File: config.mk
export PLATFORM = sky130hd
export DESIGN_NAME = demux1t16_32_hs_flat
export DESIGN_NICKNAME = d
export VERILOG_FILES = /design/src/rtl/demux1t16_32_hs_if.sv /design/src/rtl/demux1t16_32_hs.sv /design/src/flat_wrapper.sv
export SDC_FILE = /design/constraint.sdc
export NUM_CORES = 1
export LEC_CHECK = 0
export ABC_AREA = 1
export CAP_MARGIN = 20
export CORE_UTILIZATION = 43
export DETAILED_ROUTE_END_ITERATION = 12
export HOLD_SLACK_MARGIN = 0.02
export PLACE_DENSITY = 0.87
export SLEW_MARGIN = 20
export SYNTH_ARGS = -nofsm -noshare
export SYNTH_HDL_FRONTEND = slang
export SYNTH_SLANG_ARGS = --single-unit
File: constraint.sdc
create_clock -name clk -period 3.16 [get_ports clk]
set_input_delay 0.632 -clock clk [delete_from_list [all_inputs] [get_ports clk]]
set_output_delay 0.632 -clock clk [all_outputs]
set_load 0.02 [all_outputs]
File: src/rtl/demux1t16_32_hs_if.sv
// Bus bundle for the 1-to-16 handshaked word distributor: upstream write port plus
// the shared-data, per-destination valid/ready downstream ports.
interface demux1t16_32_hs_if #(
    parameter int DW   = 32,
    parameter int NDST = 16
);
    logic                in_valid;
    logic                in_ready;
    logic [3:0]          in_sel;
    logic [DW-1:0]       in_data;
    logic                in_bcast;
    logic [NDST-1:0]     out_valid;
    logic [NDST-1:0]     out_ready;
    logic [DW-1:0]       out_data;
    logic                busy;

    // Environment side: drives the upstream word and the downstream accepts.
    modport master (
        output in_valid, in_sel, in_data, in_bcast, out_ready,
        input  in_ready, out_valid, out_data, busy
    );

    // Distributor side.
    modport slave (
        input  in_valid, in_sel, in_data, in_bcast, out_ready,
        output in_ready, out_valid, out_data, busy
    );
endinterface

File: src/rtl/demux1t16_32_hs.sv
// Handshaked 1-to-16 distributor: holds one word and presents it to the selected
// destination until it is taken. Broadcast to all 16 is compiled in with DEMUX_BCAST_EN.
module demux1t16_32_hs #(
    parameter int DW   = 32,
    parameter int NDST = 16
) (
    input  logic                  clk,
    input  logic                  rst,
    demux1t16_32_hs_if.slave      bus,
    output logic                  state_dbg
);
    typedef enum logic {
        IDLE = 1'b0,
        HOLD = 1'b1
    } state_e;

    state_e          state_q, state_d;
    logic [NDST-1:0] pend_q, pend_d;
    logic [DW-1:0]   data_q, data_d;
    logic [NDST-1:0] still_pend;
    logic            accept;

    // Handshake: a transfer happens on a posedge where valid & ready are both high.
    // Upstream ready never depends on in_valid; a destination's valid only drops
    // after its own ready was seen high at an edge (or on reset).
    assign still_pend   = pend_q & ~bus.out_ready;
    assign bus.in_ready = ~|still_pend;
    assign accept       = bus.in_valid & bus.in_ready;

    assign bus.out_valid = pend_q;
    assign bus.out_data  = data_q;
    assign bus.busy      = |pend_q;
    assign state_dbg     = state_q;

    always_comb begin
        pend_d = still_pend;
        data_d = data_q;
        if (accept) begin
            data_d = bus.in_data;
`ifdef DEMUX_BCAST_EN
            if (bus.in_bcast) begin
                pend_d = '1;
            end else begin
                pend_d = NDST'(1) << bus.in_sel;
            end
`else
            pend_d = NDST'(1) << bus.in_sel;
`endif
        end
    end

    // Two-state view mirrors pend: HOLD whenever any destination is pending.
    always_comb begin
        state_d = state_q;
        case (state_q)
            IDLE: if (accept) state_d = HOLD;
            HOLD: if (!accept && (still_pend == '0)) state_d = IDLE;
            default: state_d = IDLE;
        endcase
    end

    always_ff @(posedge clk or posedge rst) begin
        if (rst) begin
            state_q <= IDLE;
            pend_q  <= '0;
            data_q  <= '0;
        end else begin
            state_q <= state_d;
            pend_q  <= pend_d;
            data_q  <= data_d;
        end
    end
endmodule

File: src/flat_wrapper.sv
// flat-port wrapper written by rule: the top's interface ports become plain ports
module demux1t16_32_hs_flat 
#(
    parameter int DW   = 32,
    parameter int NDST = 16
)
  (clk, rst, state_dbg, bus_in_valid, bus_in_sel, bus_in_data, bus_in_bcast, bus_out_ready, bus_in_ready, bus_out_valid, bus_out_data, bus_busy);
  demux1t16_32_hs_if #(.DW(DW), .NDST(NDST)) bus_i ();
  input  logic clk;
  input  logic rst;
  output logic state_dbg;
  input wire logic [$bits(bus_i.in_valid)-1:0] bus_in_valid;
  input wire logic [$bits(bus_i.in_sel)-1:0] bus_in_sel;
  input wire logic [$bits(bus_i.in_data)-1:0] bus_in_data;
  input wire logic [$bits(bus_i.in_bcast)-1:0] bus_in_bcast;
  input wire logic [$bits(bus_i.out_ready)-1:0] bus_out_ready;
  output wire logic [$bits(bus_i.in_ready)-1:0] bus_in_ready;
  output wire logic [$bits(bus_i.out_valid)-1:0] bus_out_valid;
  output wire logic [$bits(bus_i.out_data)-1:0] bus_out_data;
  output wire logic [$bits(bus_i.busy)-1:0] bus_busy;
  assign bus_i.in_valid = bus_in_valid;
  assign bus_i.in_sel = bus_in_sel;
  assign bus_i.in_data = bus_in_data;
  assign bus_i.in_bcast = bus_in_bcast;
  assign bus_i.out_ready = bus_out_ready;
  assign bus_in_ready = bus_i.in_ready;
  assign bus_out_valid = bus_i.out_valid;
  assign bus_out_data = bus_i.out_data;
  assign bus_busy = bus_i.busy;
  demux1t16_32_hs #(.DW(DW), .NDST(NDST)) u_core (.clk(clk), .rst(rst), .bus(bus_i), .state_dbg(state_dbg));
endmodule
==> metrics.csv, run 1 <==
metric,value,unit
track_usage,22.38,%
p_per_area,575.8,nW/um^2
clockBufferDepth,2,
p_comb_share,39.4,%
yosysWarnings,0,
tightest_slew,0.8328,ns
drt-total-wl,5.896,mm
hold_start,u_core.bus.out_data[27]$_DFFE_PP0P_,
ir_drop,0.3259,mV
synth_cells,274,
max_slew_margin,44.42,%
setup_viol,0,
cp_max_fo,2,
timing.final.crit_share,91.12,%
grt_first_pass_wirelength,9.239,mm
final_antenna_net_count,0,
holdPathStages,2,
clkLatencyLatePin,0.29,ns
finalHoldViolCount,0,
fin_tns_setup,0,ns
seqPwrFrac,42.0,%
pwr-share-clk,18.6,%
die-area,5388,um^2
regToRegSetupSlack,1.12,ns
drt-pass1-iter-count,4,
grtUsageMet2,39.40,%
leakagePower,1.740,nW
cp-start-kind,input pin,
pin_count,107,
required,2.53,ns
yosysSeqAreaShare,55.94,%
overflow,0,
die_h,73.40,um
reg2reg_depth,10,
path_class,in2out,
cts_hold_buf,0,
dp_hpwl,4.297,mm
fmax,347.3,MHz
fin_crit,2.880,ns
synth_top_family_by_area,simple AND/OR/NAND/NOR gates,
drv_cap,0,
use_met1,28.23,%
p_sw_share,34.27,%
yosysTopAreaCellShare,55.94,%
clock-sinks,49,
holdWs,0.4716,ns
hold_class,reg2reg,
p_sw,0.0006646,W
clock_skew,0.006422,ns
root_buffer,clkbuf_8,
area_delta_synth_final,53.65,%
power,0.001939,W
cts.reportedPaths.clkPinSlew,0.08,ns
cts_buffers,5,
placed_cells,435,
drc,0,
synth_compound_area_share,0.2283,%
synth_fa_ha_area_share,0,%
utilization,69.92,%
coreArea,4817,um^2
stdcell_count,442,
cp.arrival,2.25,ns
start_util,45.51,%
p_int,0.001275,W
top_usage_layer,met2,
grt_pass1_vias,2070,
postCtsSetupBuffers,0,
portBuffers,105,
gp_congestion,0.8783,
endpoint_kind,output port,
whs_endpoint,u_core.bus.out_data[27]$_DFFE_PP0P_,
fp.dieW,73.40,um
ctsResizeCount,0,
ys_ff_latch,49,
num_rows,25,
h-tree-depth,2,
grt_use_met3,3.292,%
cts_tree,yes,
status,"complete, no violations",
final.fill_count,404,
yosys.area_share.simple,36.76,%
rsz0062_at_grt,no,
antenna_cells,0,
synth_cell_types,14,
grt_max_degree,50,
worstReg2RegStart,u_core.bus.out_valid[12]$_DFF_PP0_,
syn_avg_cell_area,8.000,um^2
routed_via_density,4.898,
slew_viol_final,0,
synth.area.top_cells,"dfrtp_1 56%, nand2_1 18%, nand3_1 13%, inv_1 3.6%, nor2_1 3.1%",
drt-initial-drc-count,138,
num_vias,2165,
drive_gt1_share,3.467,%
nets,431,
muxShareOfSynthArea,0,%
syn-cell-area,2192,um^2
routedWlPerCell,13.34,um
synth_xor_area_share,0,%
r2r_end,u_core.bus.out_data[30]$_DFFE_PP0P_,
synth_nets,330,
grt_antenna_before_repair,0,
yosys.area.top_type,dfrtp_1,
[routing by layer]
layer	vias up	part of all wire (%)	wire length, um
met5	-	0	0
met4	0	1.6	95
met3	9	5.5	322
met2	84	51	2992
met1	1010	42	2485
li1	1062	-	-
[cell type report]
class / count / area, um^2 / share of cell area (%)
sequential: 49 / 1226 / 36.40
multi-input combinational: 190 / 810.8 / 24.07
inverter: 21 / 80.08 / 2.377
timing repair buffer: 108 / 1081 / 32.10
clock buffer: 7 / 86.33 / 2.563
tap: 67 / 83.83 / 2.489
[registers in the layout (all words and copies together) (netlist names), named ones only]
name                  flops
u_core.bus.out_data      32
u_core.bus.out_valid     16
[worst max-delay path by stage]
stage | from | cells after the start | slack, ns | end
after CTS | bus_out_ready[12] | 8 | 0.27 | bus_in_ready
after global placement | bus_out_ready[12] | 8 | 0.31 | bus_in_ready
after floorplan | bus_out_ready[12] | 8 | 1.16 | bus_in_ready
final | bus_out_ready[12] | 8 | 0.28 | bus_in_ready
after detailed placement | bus_out_ready[12] | 8 | 0.28 | bus_in_ready
after global routing | bus_out_ready[12] | 8 | 0.18 | bus_in_ready
[power by group through the flow]
stage	Sequential, W	Combinational, W	Clock, W
detailed placement	0.000823	0.000770	0
floorplan	0.000974	0.000234	0
CTS	0.000814	0.000771	0.000371
global route	0.000826	0.000822	0.000389
global placement	0.000819	0.000751	0
finish	0.000814	0.000764	0.000361
[metrics by stage]
step | cell area, um^2 | setup WS (ns)
global placement | 3281 | 0.3082
detailed placement | 3281 | 0.2800
CTS | 3367 | 0.2695
floorplan | 2192 | 1.158
finish | 3368 | 0.2805
global route | 3368 | 0.1799
[synth_stat cells]
cell / n
nor2_4: 1
dfrtp_1: 49
buf_6: 2
buf_1: 1
nand3_1: 55
nand4_1: 1
buf_2: 7
nor2_1: 18
nand2_1: 107
o21ai_0: 1
nor4_1: 6
nand2_2: 1
inv_1: 21
clkbuf_1: 4
[cell families (layout without fill, tap and decap cells)]
kind of cell / after synthesis / count (layout)
AND/OR/NAND/NOR: 189 / 189
flip-flops: 49 / 49
buffers and inverters: 35 / 136
AO/OA/AOI/OAI: 1 / 1
[worst max-delay path: stages]
cell and delay, ns:
clkdlybuf4s50_1 0.46, inv_1 0.04, nand2_1 0.08, nand2_1 0.08, nor2_1 0.10, nand2_1 0.10
nor2_4 0.12, clkdlybuf4s50_1 0.62
[cells in the final DEF, fill, tap and decap left out]
master           Yosys  layout
nand2_1            107     107
clkdlybuf4s50_1      0     104
nand3_1             55      55
dfrtp_1             49      49
inv_1               21      20
nor2_1              18      18
nor4_1               6       6
clkbuf_8             0       6
buf_4                0       2
nor2_4               1       1
nand2_2              1       1
nand4_1              1       1
clkinv_2             0       1
o21ai_0              1       1
clkbuf_1             4       1
buf_2                7       1
buf_12               0       1
Note: power is estimated with default switching activity, not from simulation.
==> inputs of run 2 (changes only) <==
==> constraint.sdc (replaced) <==
create_clock -name clk -period 3.16 [get_ports clk]
set_input_delay 0.948 -clock clk [delete_from_list [all_inputs] [get_ports clk]]
set_output_delay 0.948 -clock clk [all_outputs]
set_load 0.02 [all_outputs]
==> metrics.csv, run 2 (synthesis gave the netlist of run 1 again) <==
metric,value,unit,change
leakagePower,1.773,nW,+1.9%
portBuffers,105,,unchanged
endpoint_kind,output port,,
final_antenna_net_count,0,,unchanged
cp_top_family,buffers and inverters,,
drt-pass1-iter-count,4,,unchanged
fin_tns_setup,0,ns,unchanged
drt-total-wl,5.943,mm,+0.80%
gp_congestion,0.8355,,-4.9%
grt_max_degree,49,,-2.0%
crit_chain,"clkdlybuf4s50_1, inv_1, nand2_1, nand2_1, nor2_1, nand2_1, nor2_4, buf_4",,
tightest_slew,0.7485,ns,-0.08425 ns
cts_hold_buf,0,,unchanged
fmax,326.9,MHz,-5.9%
overflow,0,,unchanged
die-area,5388,um^2,unchanged
layout_common_cells,"107 x nand2_1, 103 x clkdlybuf4s50_1, 55 x nand3_1, 49 x dfrtp_1, 20 x inv_1",,
rsz0062_at_grt,no,,
finalInstanceArea,3415,um^2,+1.4%
grt_first_pass_wirelength,9.363,mm,+1.3%
drt-initial-drc-count,129,,-6.5%
cp.arrival,2.11,ns,-0.14 ns
slew_viol_final,0,,unchanged
timing.final.crit_share,96.80,%,+5.7 points
fin_crit,3.059,ns,+0.1793 ns
clockBufferDepth,2,,unchanged
required,2.21,ns,-0.32 ns
routed_via_density,4.782,,-2.4%
drv_cap,0,,unchanged
h-tree-depth,2,,unchanged
placed_area,3321,um^2,+1.2%
postCtsSetupBuffers,0,,unchanged
hold_class,reg2reg,,
antenna_cells,0,,unchanged
clkLatencyLatePin,0.29,ns,about the same
grt_pass1_vias,2080,,+0.48%
setup_viol,0,,unchanged
cts_buffers,5,,unchanged
drc,0,,unchanged
track_usage,22.54,%,+0.16 points
num_vias,2152,,-0.60%
finalHoldViolCount,0,,unchanged
cpMaxStageDelayCell,clkdlybuf4s50_1,,
clock-sinks,49,,unchanged
max_slew_margin,50.02,%,+5.6 points
cts.reportedPaths.clkPinSlew,0.09,ns,about the same
ir_drop,0.4471,mV,+37%
num_rows,25,,unchanged
grt_antenna_before_repair,0,,unchanged
final_common_cell,nand2_1,,
dp_hpwl,4.333,mm,+0.84%
path_class,in2out,,
cp-start-kind,input pin,,
drive_gt1_share,6.005,%,+2.5 points
cts_tree,yes,,
status,"complete, no violations",,
start_util,45.51,%,unchanged
coreArea,4817,um^2,unchanged
clock_skew,0.01399,ns,+0.007570 ns
routedWlPerCell,13.21,um,-0.99%
area_delta_synth_final,55.76,%,
largest_reg_flops,32,,unchanged
nets,438,,+1.6%
cp_max_fo,3,,+1
cp_num_buf_inv,3,,unchanged
fp.dieW,73.40,um,unchanged
die_h,73.40,um,unchanged
pin_count,107,,unchanged
critPathMaxStageDelay,0.46,ns,-0.16 ns
root_buffer,clkbuf_8,,
critPathMostFrequentCell,nand2_1,,
p_per_area,573.1,nW/um^2,-0.47%
run 2: cell count changes in the layout (fill, tap and decap cells not counted), sizes merged:
cell and delta:
buf +8, clkbuf -1, inv +1, clkdlybuf4s50 -1
clkinv +1
run 2: worst reg2reg max path: cells and delay by family, from the launching register on:
kind / cells / cell delay, ns
and+or+nand+nor: 8 / 0.80
buffers and inverters: 2 / 0.67
DFF: 1 / 0.41
run 2: metrics by stage:
stage          total power [W]  hold WS (ns)  worst slack, ns  utilization, %  std cells
6_report              0.001957        0.4756           0.1012           70.88        450
5_1_grt               0.002060        0.5037         0.005782           70.88        450
4_1_cts               0.001972        0.4801          0.08249           70.83        450
2_1_floorplan         0.001207        0.5781           0.5260               -        274
3_5_place_dp          0.001593        0.4571          -0.3469           68.94        442
3_3_place_gp          0.001569        0.4520          -0.3402           68.94        442
run 2: worst paths after layout:
path                                                     start                                  end  slack (ns)  cells past startpoint
setup / recovery                             bus_out_ready[12]                         bus_in_ready        0.10                      8
hold / removal             u_core.bus.out_data[11]$_DFFE_PP0P_  u_core.bus.out_data[11]$_DFFE_PP0P_        0.48                      2
setup reg to reg             u_core.bus.out_valid[4]$_DFF_PP0_   u_core.bus.out_data[1]$_DFFE_PP0P_        1.18                     10
hold reg to reg            u_core.bus.out_data[11]$_DFFE_PP0P_  u_core.bus.out_data[11]$_DFFE_PP0P_        0.48                      2
max in group asynchronous                                  rst  u_core.bus.out_data[17]$_DFFE_PP0P_        1.44                      3
min in group asynchronous                                  rst  u_core.bus.out_data[31]$_DFFE_PP0P_        1.11                      2
run 2: what timing repair did:
action | 4_1_cts | 5_1_grt
pin swaps | 0 | 0
endpoints found under the setup margin | 1 | 1
gates resized for setup | 4 | 1
run 2: power breakdown:
| part | switching, W | total (W) | internal, W |
|---|---|---|---|
| clock network | 0.000203 | 0.000381 | 0.000178 |
| logic | 0.000408 | 0.000760 | 0.000352 |
| registers | 0.0000689 | 0.000816 | 0.000747 |
run 2: cell type report:
cell class | count | area (um^2)
clock buffers | 6 | 82.58
clock inverters | 2 | 13.76
fillers | 427 | 1403
inverters | 21 | 78.83
multi-input cells | 190 | 810.8
flip-flops and latches | 49 | 1226
well taps | 67 | 83.83
repair buffers | 115 | 1119
run 2: layer usage:
layer / vias up / track usage, % / share of wire [%] / wire length (um)
li1: 1076 / - / - / -
met1: 1000 / 29.22 / 43 / 2539
met2: 70 / 38.68 / 51 / 3054
met3: 6 / 3.841 / 4.6 / 276
met4: 0 / 6.838 / 1.2 / 72
met5: - / 0 / 0 / 0
==> inputs of run 3 (changes only) <==
--- a/config.mk
+++ b/config.mk
@@ -7,10 +7,11 @@
 export LEC_CHECK = 0
 export ABC_AREA = 1
 export CAP_MARGIN = 20
-export CORE_UTILIZATION = 43
+export CORE_UTILIZATION = 40
 export DETAILED_ROUTE_END_ITERATION = 12
 export HOLD_SLACK_MARGIN = 0.02
-export PLACE_DENSITY = 0.87
+export PLACE_DENSITY = 0.82
+export REMOVE_ABC_BUFFERS = 1
 export SLEW_MARGIN = 20
 export SYNTH_ARGS = -nofsm -noshare
 export SYNTH_HDL_FRONTEND = slang
==> constraint.sdc (replaced) <==
create_clock -name clk -period 3.17 [get_ports clk]
set_input_delay 0.951 -clock clk [delete_from_list [all_inputs] [get_ports clk]]
set_output_delay 0.951 -clock clk [all_outputs]
set_load 0.02 [all_outputs]
==> metrics.csv, run 3 (synthesis gave the netlist of run 1 again) <==
metric,value,unit,change
die_h,76.03,um,+3.6%
start_util,42.12,%,-3.4 points
cts_buffers,5,,unchanged
path_class,in2out,,
pin_count,107,,unchanged
clockBufferDepth,2,,unchanged
met3_length,255,um,-7.6%
finalHoldViolCount,0,,unchanged
layout_common_cells,"107 x nand2_1, 103 x clkdlybuf4s50_1, 55 x nand3_1, 49 x dfrtp_1, 20 x inv_1",,
ir_drop,0.3401,mV,-24%
reg2reg_depth,10,,unchanged
final_common_cell,nand2_1,,
drc,0,,unchanged
drt-pass1-iter-count,4,,unchanged
setup_viol,0,,unchanged
fin_crit,3.084,ns,
cts_hold_buf,0,,unchanged
grt_first_pass_wirelength,10.02,mm,+7.0%
finalInstanceArea,3473,um^2,+1.7%
grt_antenna_before_repair,0,,unchanged
drv_cap,0,,unchanged
drive_gt1_share,7.673,%,+1.7 points
crit_chain,"clkdlybuf4s50_1, inv_1, nand2_1, nand2_1, nor2_1, nand2_1, nor2_4, buf_2",,
cp-start-kind,input pin,,
num_vias,2235,,+3.9%
h-tree-depth,2,,unchanged
worstReg2RegStart,u_core.bus.out_valid[7]$_DFF_PP0_,,
hold_start,u_core.bus.out_data[8]$_DFFE_PP0P_,,
final_antenna_net_count,0,,unchanged
antenna_cells,0,,unchanged
nets,447,,+2.1%
endpoint_kind,output port,,
slew_viol_final,0,,unchanged
die-area,5781,um^2,+7.3%
hold_class,reg2reg,,
regToRegSetupSlack,1.15,ns,-0.03 ns
num_rows,26,,+4.0%
cp.arrival,2.13,ns,+0.02 ns
cts.reportedPaths.clkPinSlew,0.08,ns,about the same
track_usage,21.59,%,-0.95 points
met1Wirelength,2.737,mm,+7.8%
utilization,66.73,%,-4.2 points
placed_area,3392,um^2,+2.1%
max_slew_margin,65.47,%,+15 points
p_per_area,555.7,nW/um^2,-3.0%
fp.dieW,76.03,um,+3.6%
drt-total-wl,6.084,mm,+2.4%
dp_hpwl,4.406,mm,+1.7%
clkLatencyLatePin,0.29,ns,about the same
clock_skew,0.004115,ns,-0.009877 ns
drt-initial-drc-count,136,,+5.4%
cp_max_fo,2,,-1
tightest_slew,0.5179,ns,-0.2307 ns
clock-sinks,49,,unchanged
met2_length,3.013,mm,-1.3%
gp_congestion,0.8261,,-1.1%
cpMaxStageDelayCell,clkdlybuf4s50_1,,
coreArea,5205,um^2,+8.1%
whs_endpoint,u_core.bus.out_data[8]$_DFFE_PP0P_,,
critPathMaxStageDelay,0.45,ns,about the same
holdPathStages,2,,unchanged
routedWlPerCell,13.20,um,about the same
leakagePower,1.802,nW,+1.6%
root_buffer,clkbuf_8,,
cts_tree,yes,,
timing.final.crit_share,97.29,%,
fmax,324.2,MHz,
grt_max_degree,50,,+2.0%
required,2.22,ns,about the same
postCtsSetupBuffers,0,,unchanged
overflow,0,,unchanged
largest_reg_flops,32,,unchanged
top_layer_used,met4,,
routed_via_density,4.848,,+1.4%
portBuffers,105,,unchanged
r2r_end,u_core.bus.out_data[25]$_DFFE_PP0P_,,
ctsResizeCount,4,,unchanged
rsz0062_at_grt,no,,
grt_pass1_vias,2054,,-1.3%
critPathMostFrequentCell,nand2_1,,
status,"complete, no violations",,
area_delta_synth_final,58.45,%,
-- run 3: layout make-up --
cell class              instances  area [um^2]
inverters                      21        78.83
fillers                       461         1732
flip-flops and latches         49         1226
repair buffers                124         1184
multi-input cells             190        810.8
well taps                      70        87.58
clock buffers                   7        86.33
-- run 3: layer usage --
layer,vias to the layer above,track usage (%)
met3,9,3.952
met1,1051,29.37
met2,78,36.00
met4,0,5.000
li1,1097,-
met5,-,0
-- run 3: stage by stage --
stage               hold slack, ns  total power [W]  setup TNS, ns  cells  setup slack [ns]
floorplan                   0.5844         0.001168              0    260            0.2997
global placement            0.4524         0.001567        -0.3574    454           -0.3574
detailed placement          0.4570         0.001586        -0.3781    454           -0.3781
CTS                         0.4786         0.001950              0    461           0.07563
global route                0.4993         0.002046              0    461          0.009399
finish                      0.4751         0.001930              0    461           0.08593
-- run 3: worst max-delay path, delay by kind of cell --
family,cells,cell delay [ns]
and+or+nand+nor,5,0.50
buffers and inverters,3,0.68
-- run 3: worst max-delay path by stage --
stage	start	end	depth (start not counted)
3_3_place_gp	bus_out_ready[7]	bus_in_ready	8
5_1_grt	bus_out_ready[9]	bus_in_ready	8
4_1_cts	bus_out_ready[9]	bus_in_ready	8
2_1_floorplan	bus_out_ready[12]	bus_in_ready	6
3_5_place_dp	bus_out_ready[9]	bus_in_ready	8
6_report	bus_out_ready[9]	bus_in_ready	8
-- run 3: power by group --
part	switching [W]	internal [W]
Combinational	0.000408	0.000350
Clock	0.000190	0.000173
Sequential	0.0000639	0.000744
